## src/rtl/video_fifo_line_reader.sv

```systemverilog
// Raster timing generator that streams pixels from a first-word-fall-through FIFO.
// With VIDEO_FIFO_READER_RESYNC_EN defined, a frame that underflowed re-primes before the next frame.
module video_fifo_line_reader #(
  parameter int DATA_W   = 32,
  parameter int H_ACTIVE = 1280,
  parameter int H_FP     = 110,
  parameter int H_SYNC   = 40,
  parameter int H_BP     = 220,
  parameter int V_ACTIVE = 720,
  parameter int V_FP     = 5,
  parameter int V_SYNC   = 5,
  parameter int V_BP     = 20,
  parameter logic [DATA_W-1:0] FILL_DATA = '0
) (
  input  logic              rd_clk,
  input  logic              rd_rst,
  input  logic              enable,
  input  logic [DATA_W-1:0] fifo_rd_data,
  input  logic              fifo_rd_vld,
  output logic              fifo_rd_en,
  output logic              vid_de,
  output logic              vid_hs,
  output logic              vid_vs,
  output logic [DATA_W-1:0] vid_data,
  output logic              frame_start,
  output logic              underflow
);

  localparam logic [11:0] H_ACT_C   = 12'(H_ACTIVE);
  localparam logic [11:0] H_SYNC0_C = 12'(H_ACTIVE + H_FP);
  localparam logic [11:0] H_SYNC1_C = 12'(H_ACTIVE + H_FP + H_SYNC);
  localparam logic [11:0] H_LAST_C  = 12'(H_ACTIVE + H_FP + H_SYNC + H_BP - 1);
  localparam logic [11:0] V_ACT_C   = 12'(V_ACTIVE);
  localparam logic [11:0] V_SYNC0_C = 12'(V_ACTIVE + V_FP);
  localparam logic [11:0] V_SYNC1_C = 12'(V_ACTIVE + V_FP + V_SYNC);
  localparam logic [11:0] V_LAST_C  = 12'(V_ACTIVE + V_FP + V_SYNC + V_BP - 1);

  typedef enum logic [1:0] {
    ST_IDLE  = 2'd0,
    ST_PRIME = 2'd1,
    ST_RUN   = 2'd2
  } state_e;

  state_e            state_q, state_d;
  logic [11:0]       h_cnt_q, h_cnt_d;
  logic [11:0]       v_cnt_q, v_cnt_d;
  logic              frame_uf_q, frame_uf_d;
  logic              vid_de_q, vid_de_d;
  logic              vid_hs_q, vid_hs_d;
  logic              vid_vs_q, vid_vs_d;
  logic [DATA_W-1:0] vid_data_q, vid_data_d;
  logic              frame_start_q, frame_start_d;
  logic              underflow_q, underflow_d;

  logic running_s, active_s, h_last_s, v_last_s, frame_end_s, pix_uf_s;

  assign running_s   = (state_q == ST_RUN);
  assign active_s    = (h_cnt_q < H_ACT_C) && (v_cnt_q < V_ACT_C);
  assign h_last_s    = (h_cnt_q == H_LAST_C);
  assign v_last_s    = (v_cnt_q == V_LAST_C);
  assign frame_end_s = running_s && h_last_s && v_last_s;
  // An active pixel with an empty FIFO head is an underflow; the pixel is filled.
  assign pix_uf_s    = running_s && active_s && !fifo_rd_vld;

  assign fifo_rd_en  = running_s && active_s;

  always_comb begin
    state_d    = state_q;
    h_cnt_d    = h_cnt_q;
    v_cnt_d    = v_cnt_q;
    frame_uf_d = frame_uf_q;
    underflow_d = underflow_q || pix_uf_s;
    case (state_q)
      ST_IDLE: begin
        h_cnt_d    = 12'd0;
        v_cnt_d    = 12'd0;
        frame_uf_d = 1'b0;
        if (enable) begin
          state_d     = ST_PRIME;
          underflow_d = 1'b0;
        end else begin
          state_d = ST_IDLE;
        end
      end
      ST_PRIME: begin
        h_cnt_d = 12'd0;
        v_cnt_d = 12'd0;
        if (!enable) begin
          state_d = ST_IDLE;
        end else if (fifo_rd_vld) begin
          state_d = ST_RUN;
        end else begin
          state_d = ST_PRIME;
        end
      end
      ST_RUN: begin
        frame_uf_d = frame_uf_q || pix_uf_s;
        if (h_last_s) begin
          h_cnt_d = 12'd0;
          if (v_last_s) begin
            v_cnt_d = 12'd0;
          end else begin
            v_cnt_d = v_cnt_q + 12'd1;
          end
        end else begin
          h_cnt_d = h_cnt_q + 12'd1;
        end
        // Frame boundary is the only point where the FSM may leave RUN.
        if (frame_end_s) begin
          frame_uf_d = 1'b0;
          if (!enable) begin
            state_d = ST_IDLE;
`ifdef VIDEO_FIFO_READER_RESYNC_EN
          end else if (frame_uf_q || pix_uf_s) begin
            state_d = ST_PRIME;
`endif
          end else begin
            state_d = ST_RUN;
          end
        end else begin
          state_d = ST_RUN;
        end
      end
      default: begin
        state_d    = ST_IDLE;
        h_cnt_d    = 12'd0;
        v_cnt_d    = 12'd0;
        frame_uf_d = 1'b0;
      end
    endcase

    vid_de_d      = running_s && active_s;
    vid_hs_d      = running_s && (h_cnt_q >= H_SYNC0_C) && (h_cnt_q < H_SYNC1_C);
    vid_vs_d      = running_s && (v_cnt_q >= V_SYNC0_C) && (v_cnt_q < V_SYNC1_C);
    frame_start_d = running_s && (h_cnt_q == 12'd0) && (v_cnt_q == 12'd0);
    if (running_s && active_s) begin
      vid_data_d = fifo_rd_vld ? fifo_rd_data : FILL_DATA;
    end else begin
      vid_data_d = '0;
    end
  end

  always_ff @(posedge rd_clk or posedge rd_rst) begin
    if (rd_rst) begin
      state_q       <= ST_IDLE;
      h_cnt_q       <= 12'd0;
      v_cnt_q       <= 12'd0;
      frame_uf_q    <= 1'b0;
      vid_de_q      <= 1'b0;
      vid_hs_q      <= 1'b0;
      vid_vs_q      <= 1'b0;
      vid_data_q    <= '0;
      frame_start_q <= 1'b0;
      underflow_q   <= 1'b0;
    end else begin
      state_q       <= state_d;
      h_cnt_q       <= h_cnt_d;
      v_cnt_q       <= v_cnt_d;
      frame_uf_q    <= frame_uf_d;
      vid_de_q      <= vid_de_d;
      vid_hs_q      <= vid_hs_d;
      vid_vs_q      <= vid_vs_d;
      vid_data_q    <= vid_data_d;
      frame_start_q <= frame_start_d;
      underflow_q   <= underflow_d;
    end
  end

  assign vid_de      = vid_de_q;
  assign vid_hs      = vid_hs_q;
  assign vid_vs      = vid_vs_q;
  assign vid_data    = vid_data_q;
  assign frame_start = frame_start_q;
  assign underflow   = underflow_q;

endmodule

```

## config.mk

```make
export PLATFORM = sky130hd
export DESIGN_NAME = video_fifo_line_reader
export DESIGN_NICKNAME = d
export VERILOG_FILES = /design/src/rtl/video_fifo_line_reader.sv
export SDC_FILE = /design/constraint.sdc
export NUM_CORES = 1
export LEC_CHECK = 0
export CAP_MARGIN = 20
export CORE_MARGIN = 2
export CORE_UTILIZATION = 44
export DETAILED_ROUTE_END_ITERATION = 6
export PLACE_DENSITY_LB_ADDON = 0.08
export SKIP_CTS_REPAIR_TIMING = 1
export SLEW_MARGIN = 20
export SYNTH_ARGS = -nofsm -noshare
export SYNTH_HDL_FRONTEND = slang
export SYNTH_SLANG_ARGS = --single-unit
```

## constraint.sdc

```tcl
create_clock -name rd_clk -period 1.95 [get_ports rd_clk]
set_clock_uncertainty 0.15 [all_clocks]
set_input_delay 0.39 -clock rd_clk [delete_from_list [all_inputs] [get_ports rd_clk]]
set_output_delay 0.39 -clock rd_clk [all_outputs]
set_load 0.05 [all_outputs]
```

Word level (Yosys, flattened, before mapping)
Index checks and enable logic that the tools add are counted.
Cells by class
  add/sub/neg operators: 2
  order comparisons: 6
  equality and inequality tests: 5
  muxes and demuxes: 15
  reduce and logical (&&, ||, !) cells: 16
Operator list (count)
  2-to-1 mux 32 bit: 2
  2-to-1 mux 12 bit: 5
  adder 12 x 1 -> 12 bit, second input constant: 2
  zero test 12 bit: 2
  < comparator 12 x 10 -> 1 bit, second input constant: 2
  < comparator 12 x 11 -> 1 bit, second input constant: 2
  equality test 12 x 10 -> 1 bit, second input constant: 1
  equality test 12 x 11 -> 1 bit, second input constant: 1
  >= comparator 12 x 10 -> 1 bit, second input constant: 1
  >= comparator 12 x 11 -> 1 bit, second input constant: 1
  logical AND 1 bit: 11
  2-to-1 mux 2 bit: 4
  case mux 2 bit (3 select lines): 1
  2-to-1 mux 1 bit: 3
  equality test 2 x 1 -> 1 bit, second input constant: 1
  equality test 2 bit, second input constant: 1
  zero test 2 bit: 1
  != test 2 x 1 -> 1 bit, second input constant: 1
  zero test 1 bit: 1
  logical OR 1 bit: 1
Word-level totals
  flip-flop bits (word level): 63
  output and inout port bits: 38

Depth between registers and ports, before layout
  depth after elaboration: 7
  gate-level depth with buffers: 7
  gate-level depth less buffers: 6

Worst setup path after synthesis
No wires, ideal clock.
  path kind: reg2out
  start point: reg v_cnt_q[10]
  end point: out fifo_rd_en
  arrival: 1.634 ns
  required time: 1.410 ns
  setup slack: -0.224 ns
  stages on the path, launching flop included: 4
  buffers on the path: 0
  cell sequence: dfrtp_1 or2_2 nand4b_1 nor2_1
On the way
  cells in the longest elaborated chain, start to end: 3
RTL lines
  start, declared: line 46  | logic [11:0] v_cnt_q, v_cnt_d;
  start signal, assigned: line 158  | v_cnt_q <= v_cnt_d;
  < comparator 12 x 10 -> 1 bit: line 58  | assign active_s = (h_cnt_q < H_ACT_C) && (v_cnt_q < V_ACT_C);
  logical AND 1 bit: line 58
  logical AND 1 bit: line 65  | assign fifo_rd_en = running_s && active_s;
  end, declared: line 20  | output logic fifo_rd_en,
No other way between the ends.

Worst setup path after layout
Ends and elaborated chain as after synthesis.

==> out/results.txt <==
status -> complete, but fails checks
failing checks -> negative setup slack
critical path data required time -> 1.41 ns
final setup vio count -> 43
CTS tree -> done
kind of critical path -> flip-flop to output port
Fillers -> 461
RR Startpoint -> h_cnt_q[3]
Mapped Cells -> 254
Mapped Area -> 0.00281 mm2
Post-DP HPWL -> 4.47 mm
DR iter-0 viols -> 136
final WL -> 7.05 mm
Post-Layout Cell Count -> 456
RSZ-0062 raised after global routing -> yes
grt ovf -> 0
# placed instances -> 427
Root Driver -> clkbuf_8
Clock Sinks -> 63
GR Util All Layers -> 19.4%
clk_lat worst skew -> 0.33 ns
FF+latch area -> 0.00158 mm2
die area -> 0.00704 mm2
R2R Setup Slk -> -0.15 ns
die height -> 83.9 um
layout cells sized above 1 -> 39.1%
routed vias/inst -> 5.16
CP max FO -> 5
Final Instance Area -> 0.00434 mm2
synth warn -> 0
Die W -> 83.9 um
CP Capture Type -> output port
DRC -> 0
final worst-path cycle share -> 112%
Layout area overhead -> 54.5%
headroom to the max-slew limit -> 66.5%
post-synthesis register bit count -> 63
fin nets -> 417
largest net degree at the start of global routing -> 64
worst hold slack -> 0.338 ns
htree depth -> 3
ANT nets after route -> 0
Rows -> 29
first-pass GRT wire length -> 10.7 mm
Worst Hold Class -> input pin to async pin
area occupied by multi-input gates -> 0.00132 mm2
Peak VDD IR -> 0.620 mV
Routed wire per std cell -> 15.5 um
dpl cell area -> 0.00381 mm2
unique cell type count in the Yosys netlist -> 48
Crit Reg-Reg Endpoint -> v_cnt_q[10]
asr flop ratio synth -> 100%
initial antenna violation count -> 0
Slew Limit Fails -> 0
via count -> 2353
Mapped Nets -> 297
number of flops mapped to enable cells by yosys -> 0
worst-margin pin slew -> 0.501 ns
IO Count -> 74
# port buffers -> 73
min cycle time layout -> 2.19 ns
CP Launch Type -> flip-flop
Starting Density -> 44.7%
n_diodes -> 0
Fin. Hold Viols -> 0
max-cap violation count -> 0
Mapped Avg Cell Area -> 11.1 um2
pwr dens -> 660 mW/mm2
Clk pin slew, worst setup/hold paths -> 0.08 ns
Placeable Area -> 0.00628 mm2
WP data arrival -> 1.65 ns
sequential area share after synthesis -> 56.1%
worst setup margin -> -0.237 ns
vias in the first global route -> 2285
First-pass DRT Iterations -> 4
fmax -> 0.457 GHz
setup total negative slack -> -1.56 ns
worst reg2reg path depth -> 4
maximum root-to-sink buffer count -> 2
GPL Wtd Cong -> 0.863
ys flop type -> dfrtp_1
number of buffers created by CTS -> 9
Lkg Pwr -> 0.00201 uW
-- report_power, final --
group / internal, uW / switching [uW] / leakage [uW]
clock: 499 / 533 / 0.0000849
combinational: 215 / 256 / 0.00105
sequential: 1340 / 17.4 / 0.000874
total: 2060 / 807 / 0.00201
-- Yosys cell counts (2+ instances only) --
master / instances / share of area [%]
dfrtp_1: 63 / 56
and2_1: 35 / 7.8
clkbuf_1: 13 / 1.7
inv_1: 13 / 1.7
nor2_1: 12 / 1.6
nand3_1: 11 / 2.0
nand2_1: 9 / 1.2
nand4_1: 8 / 1.8
ha_1: 7 / 3.1
a21oi_1: 6 / 1.1
xor2_1: 6 / 1.9
and3_1: 5 / 1.1
nor4_1: 5 / 1.1
a32oi_1: 4 / 1.2
nand4b_1: 4 / 1.2
a31oi_1: 3 / 0.67
nand2b_1: 3 / 0.67
nor3b_1: 3 / 0.80
o21ai_0: 3 / 0.53
o22ai_1: 3 / 0.67
o31ai_1: 3 / 0.80
xnor2_1: 3 / 0.94
and4_1: 2 / 0.62
nor3_1: 2 / 0.36
o21a_1: 2 / 0.53
o311ai_0: 2 / 0.62
o41ai_1: 2 / 0.62
or3_1: 2 / 0.45
-- how the worst max path moves through the flow --
stage | from | to | slack, ns | depth (start not counted)
2_1_floorplan | v_cnt_q[10] | fifo_rd_en | -0.02 | 3
3_3_place_gp | v_cnt_q[10] | v_cnt_q[2] | -0.1 | 5
3_5_place_dp | v_cnt_q[10] | v_cnt_q[2] | -0.14 | 5
4_1_cts | v_cnt_q[10] | fifo_rd_en | -0.41 | 4
5_1_grt | v_cnt_q[10] | fifo_rd_en | -0.31 | 4
6_report | v_cnt_q[10] | fifo_rd_en | -0.24 | 4
-- worst max-delay path, cell delays in order (launching register included) --
cell      delay, ns
dfrtp_1        0.43
or2_4          0.27
nand4b_1       0.25
nor2_2         0.21
buf_12         0.16
-- per-layer routing --
layer,GRT usage (%),vias up,wire (um),part of all wire (%)
li1,-,1144,-,-
met1,25.8,1126,3040,43
met2,27.5,74,3360,48
met3,7.81,9,541,7.7
met4,9.53,0,108,1.5
met5,0,-,0,0
-- cell families (layout without fill, tap and decap cells) --
group                    after synthesis  after routing  synth area share, %
AND/OR/NAND/NOR                      111            111                 23.9
flip-flops                            63             63                 56.1
AO/OA/AOI/OAI                         37             37                 10.3
buffers and inverters                 27            152                 3.74
XOR/XNOR                               9              9                 2.81
adder cells (fa/ha/maj)                7              7                 3.12
-- registers in the layout (all words and copies together) (netlist names) --
register and cells:
frame_start 1, h_cnt_q 12, underflow 1, vid_data 32
state_q 2, v_cnt_q 12, vid_de 1, vid_hs 1
vid_vs 1
-- stage by stage --
stage / utilization (%) / total power [uW] / setup slack [ns]
after floorplan: - / 1600 / -0.0165
after global placement: 60.8 / 1790 / -0.0978
after detailed placement: 60.8 / 1790 / -0.137
after CTS: 63.7 / 2830 / -0.407
after global routing: 69.1 / 2990 / -0.308
final: 69.1 / 2860 / -0.237
-- area by class of cell --
cell class | instances | share of cell area (%)
tap | 77 | 2.22
inverter | 13 | 1.21
clock inverter | 6 | 1.04
multi-input combinational | 164 | 30.5
clock buffer | 10 | 3.17
sequential | 63 | 36.3
timing repair buffer | 123 | 25.5
-- layout by cell type, fill, tap and decap left out, types with 5 or more instances in the layout --
| cell type | n |
|---|---|
| a21oi_1 | 6 |
| and3_1 | 5 |
| dfrtp_1 | 63 |
| nor2_1 | 10 |
| inv_1 | 11 |
| nor4_1 | 5 |
| and2_4 | 23 |
| nand3_1 | 11 |
| clkbuf_8 | 10 |
| ha_1 | 7 |
| nand4_1 | 8 |
| nand2_1 | 9 |
| xor2_1 | 6 |
| buf_6 | 7 |
| and2_1 | 12 |
| buf_4 | 75 |
| clkdlybuf4s50_1 | 35 |
Power figures use the tool's default switching activity.
